### src/rtl/ca_acq_pkg.sv
// ca_acq_pkg
// Types and constants shared by the C/A acquisition correlator:
//   state_e        - search controller states
//   CA_LEN         - C/A code period in chips
//   ACC_W_DEFAULT  - default signed correlation width (holds +/-1023)
//   LOSS_N_DEFAULT - default consecutive-miss count that drops lock
//   PHASE_W        - width of the slipped-chip counter
//   mag()          - two's-complement magnitude of a sign-extended value
package ca_acq_pkg;

  localparam int CA_LEN         = 1023;
  localparam int ACC_W_DEFAULT  = 12;
  localparam int LOSS_N_DEFAULT = 4;
  localparam int PHASE_W        = 10;
  localparam int MAG_W          = 32;

  typedef enum logic [2:0] {
    ST_IDLE,
    ST_ALIGN,
    ST_DWELL,
    ST_SLIP,
    ST_LOCK
  } state_e;

  // Callers sign-extend into MAG_W bits first, so the most negative
  // correlation value never reaches the negate.
  function automatic logic [MAG_W-1:0] mag(input logic signed [MAG_W-1:0] v);
    logic [MAG_W-1:0] r;
    r = v[MAG_W-1] ? $unsigned(-v) : $unsigned(v);
    return r;
  endfunction

endpackage

### src/rtl/ca_acq_correlator_integrator.sv
// ca_epoch_integrator
// Per-epoch +/-1 sign-agreement integrator.
//   clk, rst        - clock, asynchronous active-low reset
//   run             - accumulate (high whenever the search is active)
//   clear           - zero the accumulator (search (re)start), wins over run
//   dump_en         - an epoch edge in this cycle publishes the accumulator
//   sample_en       - chip strobe; sample_in / ca_code valid this cycle
//   sample_in       - front-end sign bit
//   ca_code         - local replica chip
//   epoch           - epoch level marker from the code generator
//   ep_edge         - rising edge of epoch (combinational)
//   acc             - running accumulator, i.e. the value that would be dumped
//   corr_val        - registered correlation of the last dumped epoch
//   corr_valid      - one-cycle pulse when corr_val updates
module ca_epoch_integrator
  import ca_acq_pkg::*;
#(
  parameter int ACC_W = ACC_W_DEFAULT
) (
  input  logic                    clk,
  input  logic                    rst,
  input  logic                    run,
  input  logic                    clear,
  input  logic                    dump_en,
  input  logic                    sample_en,
  input  logic                    sample_in,
  input  logic                    ca_code,
  input  logic                    epoch,
  output logic                    ep_edge,
  output logic signed [ACC_W-1:0] acc,
  output logic signed [ACC_W-1:0] corr_val,
  output logic                    corr_valid
);

  localparam logic signed [ACC_W-1:0] CHIP_P = ACC_W'(1);
  localparam logic signed [ACC_W-1:0] CHIP_N = ACC_W'(-1);

  logic                    epoch_q;
  logic signed [ACC_W-1:0] acc_q, acc_d;
  logic signed [ACC_W-1:0] corr_val_q, corr_val_d;
  logic                    corr_valid_q, corr_valid_d;
  logic signed [ACC_W-1:0] chip_val;

  // epoch may stay high for several cycles (e.g. when a chip advance is
  // suppressed); only its first cycle counts as a boundary.
  assign ep_edge = epoch & ~epoch_q;

  always_comb begin
    chip_val     = '0;
    acc_d        = acc_q;
    corr_val_d   = corr_val_q;
    corr_valid_d = 1'b0;
    if (sample_en) begin
      chip_val = (sample_in ~^ ca_code) ? CHIP_P : CHIP_N;
    end
    if (clear) begin
      acc_d = '0;
    end else if (run) begin
      if (ep_edge) begin
        // The chip arriving with the boundary opens the new epoch; the
        // dumped value is the accumulator before this cycle.
        acc_d = chip_val;
        if (dump_en) begin
          corr_val_d   = acc_q;
          corr_valid_d = 1'b1;
        end
      end else begin
        acc_d = acc_q + chip_val;
      end
    end
  end

  always_ff @(posedge clk or negedge rst) begin
    if (!rst) begin
      epoch_q      <= 1'b0;
      acc_q        <= '0;
      corr_val_q   <= '0;
      corr_valid_q <= 1'b0;
    end else begin
      epoch_q      <= epoch;
      acc_q        <= acc_d;
      corr_val_q   <= corr_val_d;
      corr_valid_q <= corr_valid_d;
    end
  end

  assign acc        = acc_q;
  assign corr_val   = corr_val_q;
  assign corr_valid = corr_valid_q;

endmodule

### src/rtl/ca_acq_correlator.sv
// ca_acq_correlator
// Serial-search acquisition for one GPS C/A channel. Integrates sign
// agreement over each code epoch, tests |correlation| against thresh and
// requests a one-chip replica slip after every failed dwell.
//   clk, rst     - clock, asynchronous active-low reset
//   sample_in    - front-end sign bit (1 = +1)
//   sample_en    - chip strobe
//   ca_code      - replica chip
//   epoch        - code-generator epoch level marker
//   start        - begin (or restart) a search from phase 0
//   thresh       - unsigned detection threshold on |correlation|
//   slip         - one-cycle request to delay the replica by one chip
//   corr_val     - signed correlation of the last complete epoch
//   corr_valid   - one-cycle pulse when corr_val updates
//   phase        - chips slipped since start
//   busy         - search active (any state but IDLE)
//   locked       - in LOCK
//   fail         - sticky: every code phase tried without detection
module ca_acq_correlator
  import ca_acq_pkg::*;
#(
  parameter int ACC_W  = ACC_W_DEFAULT,
  parameter int LOSS_N = LOSS_N_DEFAULT
) (
  input  logic                    clk,
  input  logic                    rst,
  input  logic                    sample_in,
  input  logic                    sample_en,
  input  logic                    ca_code,
  input  logic                    epoch,
  input  logic                    start,
  input  logic [ACC_W-2:0]        thresh,
  output logic                    slip,
  output logic signed [ACC_W-1:0] corr_val,
  output logic                    corr_valid,
  output logic [PHASE_W-1:0]      phase,
  output logic                    busy,
  output logic                    locked,
  output logic                    fail
);

  localparam int                 LOSS_W     = $clog2(LOSS_N + 1);
  localparam logic [PHASE_W-1:0] PHASE_LAST = PHASE_W'(CA_LEN - 1);

  state_e                  state_q, state_d;
  logic [PHASE_W-1:0]      phase_q, phase_d;
  logic [LOSS_W-1:0]       loss_q, loss_d;
  logic                    fail_q, fail_d;
  logic                    slip_q, slip_d;

  logic                    ep_edge;
  logic signed [ACC_W-1:0] acc;
  logic                    run;
  logic                    dump_en;
  logic                    hit;

  assign run     = (state_q != ST_IDLE);
  assign dump_en = (state_q == ST_DWELL) || (state_q == ST_LOCK);

  // Decision uses the accumulator that is being dumped this cycle, so the
  // state change lands together with corr_valid.
  assign hit = mag(MAG_W'(acc)) >= MAG_W'(thresh);

  ca_epoch_integrator #(
    .ACC_W (ACC_W)
  ) u_integrator (
    .clk        (clk),
    .rst        (rst),
    .run        (run),
    .clear      (start),
    .dump_en    (dump_en),
    .sample_en  (sample_en),
    .sample_in  (sample_in),
    .ca_code    (ca_code),
    .epoch      (epoch),
    .ep_edge    (ep_edge),
    .acc        (acc),
    .corr_val   (corr_val),
    .corr_valid (corr_valid)
  );

  always_comb begin
    state_d = state_q;
    phase_d = phase_q;
    loss_d  = loss_q;
    fail_d  = fail_q;
    slip_d  = 1'b0;
    if (start) begin
      // Restart from any state; a coincident epoch edge is ignored.
      state_d = ST_ALIGN;
      phase_d = '0;
      loss_d  = '0;
      fail_d  = 1'b0;
    end else begin
      case (state_q)
        ST_IDLE: begin
        end
        ST_ALIGN: begin
          // The epoch in progress is partial; measure from the next one.
          if (ep_edge) state_d = ST_DWELL;
        end
        ST_DWELL: begin
          if (ep_edge) begin
            if (hit) begin
              state_d = ST_LOCK;
              loss_d  = '0;
            end else if (phase_q == PHASE_LAST) begin
              state_d = ST_IDLE;
              fail_d  = 1'b1;
            end else begin
              state_d = ST_SLIP;
            end
          end
        end
        ST_SLIP: begin
          slip_d  = 1'b1;
          phase_d = phase_q + PHASE_W'(1);
          state_d = ST_ALIGN;
        end
        ST_LOCK: begin
          if (ep_edge) begin
            if (hit) begin
              loss_d = '0;
            end else if (loss_q == LOSS_W'(LOSS_N - 1)) begin
              state_d = ST_IDLE;
              loss_d  = '0;
            end else begin
              loss_d = loss_q + LOSS_W'(1);
            end
          end
        end
        default: state_d = ST_IDLE;
      endcase
    end
  end

  always_ff @(posedge clk or negedge rst) begin
    if (!rst) begin
      state_q <= ST_IDLE;
      phase_q <= '0;
      loss_q  <= '0;
      fail_q  <= 1'b0;
      slip_q  <= 1'b0;
    end else begin
      state_q <= state_d;
      phase_q <= phase_d;
      loss_q  <= loss_d;
      fail_q  <= fail_d;
      slip_q  <= slip_d;
    end
  end

  assign slip   = slip_q;
  assign phase  = phase_q;
  assign fail   = fail_q;
  assign busy   = (state_q != ST_IDLE);
  assign locked = (state_q == ST_LOCK);

endmodule

### config.mk
export PLATFORM = sky130hd
export DESIGN_NAME = ca_acq_correlator
export DESIGN_NICKNAME = d
export VERILOG_FILES = /design/src/rtl/ca_acq_pkg.sv /design/src/rtl/ca_acq_correlator_integrator.sv /design/src/rtl/ca_acq_correlator.sv
export SDC_FILE = /design/constraint.sdc
export NUM_CORES = 1
export LEC_CHECK = 0
export ABC_AREA = 1
export CAP_MARGIN = 40
export CORE_UTILIZATION = 55
export CTS_CLUSTER_SIZE = 12
export DETAILED_ROUTE_END_ITERATION = 8
export PLACE_DENSITY = 0.77
export SLEW_MARGIN = 20
export SYNTH_ARGS = -nofsm -noshare
export SYNTH_HDL_FRONTEND = slang
export SYNTH_SLANG_ARGS = --single-unit
### constraint.sdc
create_clock -name clk -period 3.03 [get_ports clk]
set_input_delay 0.7575 -clock clk [delete_from_list [all_inputs] [get_ports clk]]
set_output_delay 0.7575 -clock clk [all_outputs]
set_load 0.05 [all_outputs]
==> Yosys cells after proc, flatten, opt, wreduce, memory -nomap -nowiden <==
Index checks and enable logic that the tools add are counted.
{ "word_totals": {"elab_cells": 80, "regBits": 44, "out_inout_bits": 27} }
{ "op_classes": {"n_reduce_logical": 13, "n_bitwise": 4, "order_cmp": 1, "n_addsub": 4, "n_mux": 35, "n_eq_ne": 14} }
{ "ops": {"columns": ["op", "count"], "rows": [
  ["2-to-1 mux 12 bit", 5],
  ["2-to-1 mux 3 bit", 13],
  ["greater-or-equal comparator 32 x 11 -> 1 bit", 1],
  ["2-to-1 mux 32 bit", 1],
  ["negation 12 -> 32 bit", 1],
  ["2-to-1 mux 10 bit", 2],
  ["one-hot mux 3 bit (5 select lines)", 1],
  ["adder 12 bit", 1],
  ["!= test 3 bit (second input constant)", 4],
  ["AND reduction 4 bit", 3],
  ["2-to-1 mux 1 bit", 11],
  ["adder 10 x 1 -> 10 bit (second input constant)", 1],
  ["== test 10 bit (second input constant)", 1],
  ["nonzero test 2 bit", 5],
  ["== test 3 x 2 -> 1 bit (second input constant)", 3],
  ["!= test 3 x 2 -> 1 bit (second input constant)", 2],
  ["one-hot mux 3 bit (2 select lines)", 1],
  ["AND reduction 6 bit", 1],
  ["nonzero test 3 bit", 2],
  ["!= test 2 bit (second input constant)", 2],
  ["adder 3 x 1 -> 3 bit (second input constant)", 1],
  ["== test 3 x 1 -> 1 bit (second input constant)", 1],
  ["== test 3 bit (second input constant)", 1],
  ["zero test 3 bit", 1],
  ["other kinds (5)", 6]
]} }

==> Longest topological paths before layout <==
Gate-level depths: netlist of run 1.
{ "logic_depth": {"word_depth": 7, "mapped_depth": 19, "mapped_depth_nobuf": 19} }

==> Hierarchy <==
From an unflattened synthesis of run 1, not the netlist that was laid out.
{ "hier_totals": {"cells_unflattened": 455, "hier_area_um2": 3348.2} }
{ "by_module_without_submodules": {"columns": ["module", "area_per_inst_um2", "instances", "cells_per_inst"], "rows": [
  ["ca_epoch_integrator", 1739.2, 1, 222],
  ["ca_acq_correlator", 1609.0, 1, 233]
]} }

==> Least setup slack after synthesis of run 1 <==
No wires, ideal clock.
{ "synth_path": {"path_kind": "input -> register", "startpoint": "in ca_code", "endpoint": "reg u_integrator.acc_q[10] (netlist: u_integrator.acc[10])", "t_required_ns": 2.903, "t_arrival_ns": 2.435, "setup_time_ns": 0.127, "path_buffers": 0, "cell_stages": 12, "path_slack_ns": 0.468, "path_cell_list": "or2_2 -> nand3_2 -> inv_1 -> ha_1 -> a21oi_1 -> nor2_1 -> a211oi_1 -> nand3_1 -> nand2_1 -> nand3_1 -> nand2_1 -> o21ai_0"} }
{ "synth_between": {"elab_chain_len": 7} }
{ "synth_lines": {"columns": ["item", "line_no", "text"], "rows": [
  ["start: declaration", "ca_acq_correlator.sv:29", "input logic ca_code,"],
  ["XNOR 1 bit (*)", "ca_acq_correlator_integrator.sv:54", "chip_val = (sample_in ~^ ca_code) ? CHIP_P : CHIP_N;"],
  ["2-to-1 mux 12 bit (*)", "ca_acq_correlator_integrator.sv:54", null],
  ["2-to-1 mux 12 bit (*)", "ca_acq_correlator_integrator.sv:53", "if (sample_en) begin"],
  ["adder 12 bit", "ca_acq_correlator_integrator.sv:68", "acc_d = acc_q + chip_val;"],
  ["2-to-1 mux 12 bit (*)", "ca_acq_correlator_integrator.sv:59", "if (ep_edge) begin"],
  ["2-to-1 mux 12 bit (*)", "ca_acq_correlator_integrator.sv:58", "end else if (run) begin"],
  ["2-to-1 mux 12 bit (*)", "ca_acq_correlator_integrator.sv:56", "if (clear) begin"],
  ["end signal: assignment", "ca_acq_correlator_integrator.sv:76", "acc_q <= '0;"],
  ["end signal: assignment", "ca_acq_correlator_integrator.sv:81", "acc_q <= acc_d;"],
  ["end: declaration", "ca_acq_correlator_integrator.sv:39", "logic signed [ACC_W-1:0] acc_q, acc_d;"]
]} }
Every way passes the cells marked *; elsewhere a longest branch is shown, timed or not. The select of a mux whose other input is x is not followed.
A chain may end at the register's enable or synchronous reset.

==> Worst setup path after layout of run 1 <==
{ "layout_path": {"startpoint": "in ca_code", "endpoint": "reg u_integrator.acc_q[11] (netlist: u_integrator.acc[11])"} }
Same word-level chain as after synthesis.

==> results of run 1 <==
-- worst paths after layout --
check / from / to / slack (ns) / depth (start not counted)
worst max-delay path: ca_code / u_integrator.acc[11] / 0.18 / 13
min in group clk: loss_q[2] / loss_q[2] / 0.48 / 2
worst max register to register: u_integrator.acc[0] / state_q[1] / 0.27 / 15
max in group asynchronous: rst / phase[9] / 2.09 / 2
worst min-delay path: rst / u_integrator.corr_val[10] / 0.43 / 1
worst min register to register: loss_q[2] / loss_q[2] / 0.48 / 2
-- cell usage after synthesis --
| master | n |
|---|---|
| fa_1 | 1 |
| nand4_1 | 7 |
| a221oi_2 | 1 |
| nand3_4 | 1 |
| and3_1 | 2 |
| nand3_2 | 3 |
| inv_2 | 2 |
| nor2_4 | 1 |
| nand3_1 | 19 |
| nor2_1 | 33 |
| xor2_1 | 10 |
| inv_1 | 54 |
| a21o_1 | 1 |
| a21oi_2 | 1 |
| buf_1 | 1 |
| xnor2_1 | 4 |
| o22ai_1 | 2 |
| or2_2 | 1 |
| clkinv_1 | 1 |
| o32ai_1 | 1 |
| buf_2 | 3 |
| nor2_2 | 5 |
| a211oi_1 | 1 |
| buf_4 | 1 |
| o211ai_1 | 1 |
| nor3_2 | 2 |
| nor3_1 | 6 |
| dfrtp_1 | 44 |
| a21oi_1 | 24 |
| nand2_2 | 4 |
| o21a_1 | 1 |
| o21ai_1 | 14 |
| nand3b_1 | 2 |
| a21oi_4 | 1 |
| ha_1 | 26 |
| nand2_1 | 89 |
| o21ai_2 | 1 |
| o31ai_1 | 3 |
| a31oi_1 | 2 |
| o21ai_0 | 23 |
-- power breakdown --
group	total, mW	leakage [nW]	internal, mW	switching (mW)
Combinational	2.02	1.23	0.770	1.25
Clock	0.470	0.0548	0.249	0.222
Sequential	0.893	0.598	0.746	0.146
-- state kept, by name, indices dropped and copies added (netlist names) --
| signal | cells |
|---|---|
| fail | 1 |
| loss_q | 3 |
| phase | 10 |
| slip | 1 |
| state_q | 3 |
| u_integrator.acc | 12 |
| u_integrator.corr_val | 12 |
| u_integrator.corr_valid | 1 |
| u_integrator.epoch_q | 1 |
-- cell usage in the layout, fill, tap and decap left out, types with 2 or more instances in the layout --
cell type        count
o21ai_0             22
nand4_1              7
nand2_2              4
and3_1               2
xor2_1              10
inv_1               54
nand2_1             89
nor3_1               4
nand3_1             19
dfrtp_1             44
nor2_1              33
nor3_2               4
clkbuf_8             5
o31ai_1              3
nor2_2               5
o22ai_1              2
clkdlybuf4s50_1     43
nand3_2              3
ha_1                26
xnor2_1              4
a21oi_1             24
buf_4               21
nand3b_1             2
inv_2                2
o21ai_1             15
-- through the flow --
stage	power [mW]	area, µm²
detailed placement	2.88	3730
floorplan	2.25	3050
global placement	2.82	3700
finish	3.38	3860
global route	3.65	3860
CTS	3.36	3840
-- worst reg2reg max path: cells and delay by family, from the launching register on --
| family | cells | cell delay (ns) |
|---|---|---|
| XOR/XNOR | 1 | 0.18 |
| buffers and inverters | 2 | 0.17 |
| AND/OR/NAND/NOR | 5 | 0.56 |
| flip-flops | 1 | 0.40 |
| AO/OA/AOI/OAI | 5 | 0.93 |
| adder cells (fa/ha/maj) | 2 | 0.43 |
-- per-layer routing --
metal | vias up | global-route usage
met2 | 84 | 0.431
met4 | 0 | 0.0923
met3 | 13 | 0.0527
li1 | 1456 | -
met5 | - | 0
met1 | 1361 | 0.372
-- layout make-up --
cell class                 count  area [µm²]  share of cell area
inverter                      57         214              0.0554
multi-input combinational    293        1730               0.447
clock inverter                 3        46.3              0.0120
timing repair buffer          66         621               0.161
tap                           70        87.6              0.0227
clock buffer                   5        68.8              0.0178
sequential                    44        1100               0.285
-- kinds of logic after synthesis --
| family | after synthesis |
|---|---|
| AOI/OAI and AO/OA | 77 |
| xor gates and xnor gates | 14 |
| adders and majority gates | 27 |
| buffers and inverters | 62 |
| DFF | 44 |
| and+or+nand+nor | 175 |
-- repair_timing --
item                                    in CTS  in global routing
hold buffers                                 0                  0
endpoints found under the setup margin       0                  7
resized for setup                            0                  5
==> out/metrics.yaml, run 1 <==
fp.dieArea_mm2: 0.00584
peakVddDrop_v: 0.000555
area_growth_pct: 26.9
io-pin-count: 45
relSlewSlack: 0.624
crit_required_ns: 3.23
topRoutingLayerUsed: "met4"
dp_hpwl_um: 5730
synthAdderAreaFrac: 0.113
dr.pass1.iters: 5
root_buffer: "clkbuf_8"
die_h_um: 76.4
cts_tree: "done"
fp.dieW_um: 76.4
routedWlPerCell_um: 13.6
syn_inst: 399
synthMuxAreaShare: 0
rsz0062_at_grt: "yes"
met1_length_um: 3480
coreArea_mm2: 0.00520
crit_top_cell: "nand2_1"
syn_area_mm2: 0.00305
start_kind: "input port"
fin_skew_ns: 0.00899
status: "finished clean"
crit_type: "in -> reg"
synthSimpleGateAreaFrac: 0.261
worst_slew_pin_slew_ns: 0.563
finalNonFillerCells: 538
syn-num-nets: 444
crit_fanout: 11
synth_top_family_by_area: "simple AND/OR/NAND/NOR gates"
drtIter0Drc: 173
avgSynthCellArea_um2: 7.63
drive_gt1_frac: 0.124
clock_path_buffers: 2
dp_cells: 530
place_congestion: 0.980
post_cts_buffers: 0
rows: 26
yosys_warnings: 0
fin_crit_sh: 0.939
wirelength_um: 7330
worst-path-buf-inv: 2
finalHoldViolCount: 0
end_kind: "flop"
synth-compound-area-share: 0.145
port_buffers: 44
path_delay_family: "simple AND/OR/NAND/NOR gates"
gr-total-overflow: 0
final_antenna_net_count: 0
cts_sinks: 44
p_leak_nw: 1.88
drc: 0
max_stage_delay_ns: 0.41
num-fill-cells: 427
ys_types: 40
synth-xor-area-share: 0.0403
place_ws_ns: -0.167
route.met3.wl_um: 416
whs_ns: 0.433
grt_pass1_wl_um: 12600
clkLatencyLatePin_ns: 0.31
ys_ff_latch: 44
met2RoutedLength_um: 3280
hp-class: "in -> async"
nNetsFinal: 512
yosysTopAreaCellShare: 0.362
min_period_ns: 2.85
crit_chain: "clkdlybuf4s50_1 > or2_2 > nand3_2 > inv_1 > ha_1 > a21oi_1 > o21ai_0 > a21oi_1 > nand3b_1 > nand2_1 > nand2_1 > nand3b_1 > nand2_1"
worstPathArrival_ns: 3.05
final_util: 0.742
grt_max_degree: 26
drv_slew: 0
ys_top_cells_by_area: "dfrtp_1 36%, nand2_1 11%, ha_1 11%"
synth-seq-area-share: 0.362
clkSlewWorstSetupHoldPaths_ns: 0.10
maxCapViolCount: 0
worst_slack_ns: 0.183
setup_violations: 0
fin_setup_tns_ns: 0
track_usage: 0.272
start_util: 0.585
critPathSlowestCell: "clkdlybuf4s50_1"
vias: 2914
htreeDepth: 2
synth_top_cell_by_area: "dfrtp_1"
diodes: 0
viasPerCell: 5.42
fmax_mhz: 351
antenna_found_initial: 0
first_global_vias: 2698
powerDensity_mw_per_mm2: 876
numCtsBuffers: 5
(Power assumes the default switching activity.)
==> run 2, diff against run 1 <==
--- a/config.mk
+++ b/config.mk
@@ -10,6 +10,7 @@
 export CORE_UTILIZATION = 55
 export CTS_CLUSTER_SIZE = 12
 export DETAILED_ROUTE_END_ITERATION = 8
+export GPL_ROUTABILITY_DRIVEN = 0
 export PLACE_DENSITY = 0.77
 export SLEW_MARGIN = 20
 export SYNTH_ARGS = -nofsm -noshare
==> run 2 against run 1 <==
Compared with the run above: global-route usage is 0.26 points lower; via count is 1.5% lower; core utilization is 0.50 points lower; maximum frequency is 0.85% lower; register-to-register slack better by 0.13 ns; non-clock buffer count is 2 lower; critical path type unchanged; critical endpoint is now u_integrator.acc[7]; largest cell class unchanged; largest power group unchanged; highest routed layer unchanged.
==> out/metrics.yaml, run 2 (same netlist as run 1, synthesis figures left out) <==
htreeDepth: 2
numCtsBuffers: 5
num-fill-cells: 416
clkSlewWorstSetupHoldPaths_ns: 0.08
antenna_found_initial: 0
dp_cells: 528
diodes: 0
fp.dieW_um: 76.4
cts_tree: "done"
finalNonFillerCells: 536
drc: 0
fin_skew_ns: 0.00386
fin_crit_sh: 0.948
vias: 2871
gr-total-overflow: 0
track_usage: 0.269
drive_gt1_frac: 0.120
relSlewSlack: 0.661
area_growth_pct: 26.0
drv_slew: 0
design_area_mm2: 0.00384
grt_pass1_wl_um: 12600
r2r_setup_slack_ns: 0.40
ctsHoldBuffers: 0
wirelength_um: 7380
viasPerCell: 5.36
port_buffers: 44
peakVddDrop_v: 0.000531
crit_fanout: 11
reg2reg_from: "u_integrator.acc[0]"
end_kind: "flop"
cp_num_cells: 11
coreArea_mm2: 0.00520
critPathSlowestCell: "clkdlybuf4s50_1"
cts_sinks: 44
fmax_mhz: 348
grt_max_degree: 29
maxCapViolCount: 0
p_leak_nw: 1.87
crit_chain: "clkdlybuf4s50_1 > or2_2 > nand3_2 > inv_1 > ha_1 > a21oi_1 > o21ai_0 > a21oi_1 > xnor2_1 > o21ai_0 > o21ai_0"
start_util: 0.585
rsz0062_at_grt: "yes"
min_period_ns: 2.87
post_cts_buffers: 0
fp.dieArea_mm2: 0.00584
max_stage_delay_ns: 0.41
first_global_vias: 2765
root_buffer: "clkbuf_8"
final_antenna_net_count: 0
worstPathArrival_ns: 3.04
powerDensity_mw_per_mm2: 875
dp_hpwl_um: 5660
post_cts_resized: 0
worst-path-buf-inv: 2
cp-startpoint: "ca_code"
crit_required_ns: 3.20
total_power_mw: 3.36
reg2regPathDepth: 15
crit_top_cell: "o21ai_0"
layout_commonest_cell: "nand2_1"
die_h_um: 76.4
layout_common_cells: "89 x nand2_1, 54 x inv_1, 44 x dfrtp_1, 43 x clkdlybuf4s50_1, 33 x nor2_1"
worst_slew_pin_slew_ns: 0.507
hp-class: "in -> async"
dr.pass1.iters: 4
setup_violations: 0
crit_type: "in -> reg"
drtIter0Drc: 166
routedWlPerCell_um: 13.8
path_delay_family: "compound AO/OA/AOI/OAI gates"
clkLatencyLatePin_ns: 0.30
rows: 26
io-pin-count: 45
clock_path_buffers: 2
status: "finished clean"
nNetsFinal: 510
finalHoldViolCount: 0
postPlaceCellArea_mm2: 0.00370
start_kind: "input port"
[run 2: cell types whose count changed in the layout (fill, tap and decap cells not counted), sizes merged]
cell | previous run | this run
buf | 23 | 21
clkbuf | 5 | 6
clkinv | 1 | 2
clkinvlp | 1 | 0
inv | 57 | 56
[run 2: where the power goes]
part	internal, mW	total (mW)	leakage [nW]	switching (mW)
clock network	0.245	0.452	0.0552	0.207
registers	0.747	0.889	0.598	0.143
logic	0.758	2.01	1.22	1.26
[run 2: cell type report]
cell class | count | area [µm²] | area share
Multi-Input combinational cell | 293 | 1730 | 0.451
Sequential cell | 44 | 1100 | 0.287
Timing Repair Buffer | 64 | 598 | 0.156
Inverter | 57 | 214 | 0.0558
Tap cell | 70 | 87.6 | 0.0228
Clock buffer | 6 | 72.6 | 0.0189
Clock inverter | 2 | 35.0 | 0.00913
[run 2: final timing paths]
path,to
worst max-delay path,u_integrator.acc[7]
worst max register to register,state_q[1]
min in group clk,loss_q[2]
worst min-delay path,u_integrator.corr_val[1]
max in group asynchronous,phase[0]
worst min register to register,loss_q[2]
[run 2: through the flow]
step / util / TNS [ns] / hold slack, ns / setup slack [ns]
6_report: 0.737 / 0 / 0.374 / 0.159
4_1_cts: 0.732 / 0 / 0.381 / 0.135
2_1_floorplan: - / 0 / 0.437 / 0.468
5_1_grt: 0.737 / -0.111 / 0.404 / -0.0711
3_3_place_gp: 0.708 / -0.188 / 0.452 / -0.0582
3_5_place_dp: 0.712 / -0.929 / 0.463 / -0.171
[run 2: metal layers]
| layer | up-vias | global-route usage | share of wire |
|---|---|---|---|
| li1 | 1441 | - | - |
| met1 | 1337 | 0.373 | 0.48 |
| met2 | 81 | 0.432 | 0.46 |
| met3 | 12 | 0.0419 | 0.045 |
| met4 | 0 | 0.0885 | 0.014 |
| met5 | - | 0 | 0 |
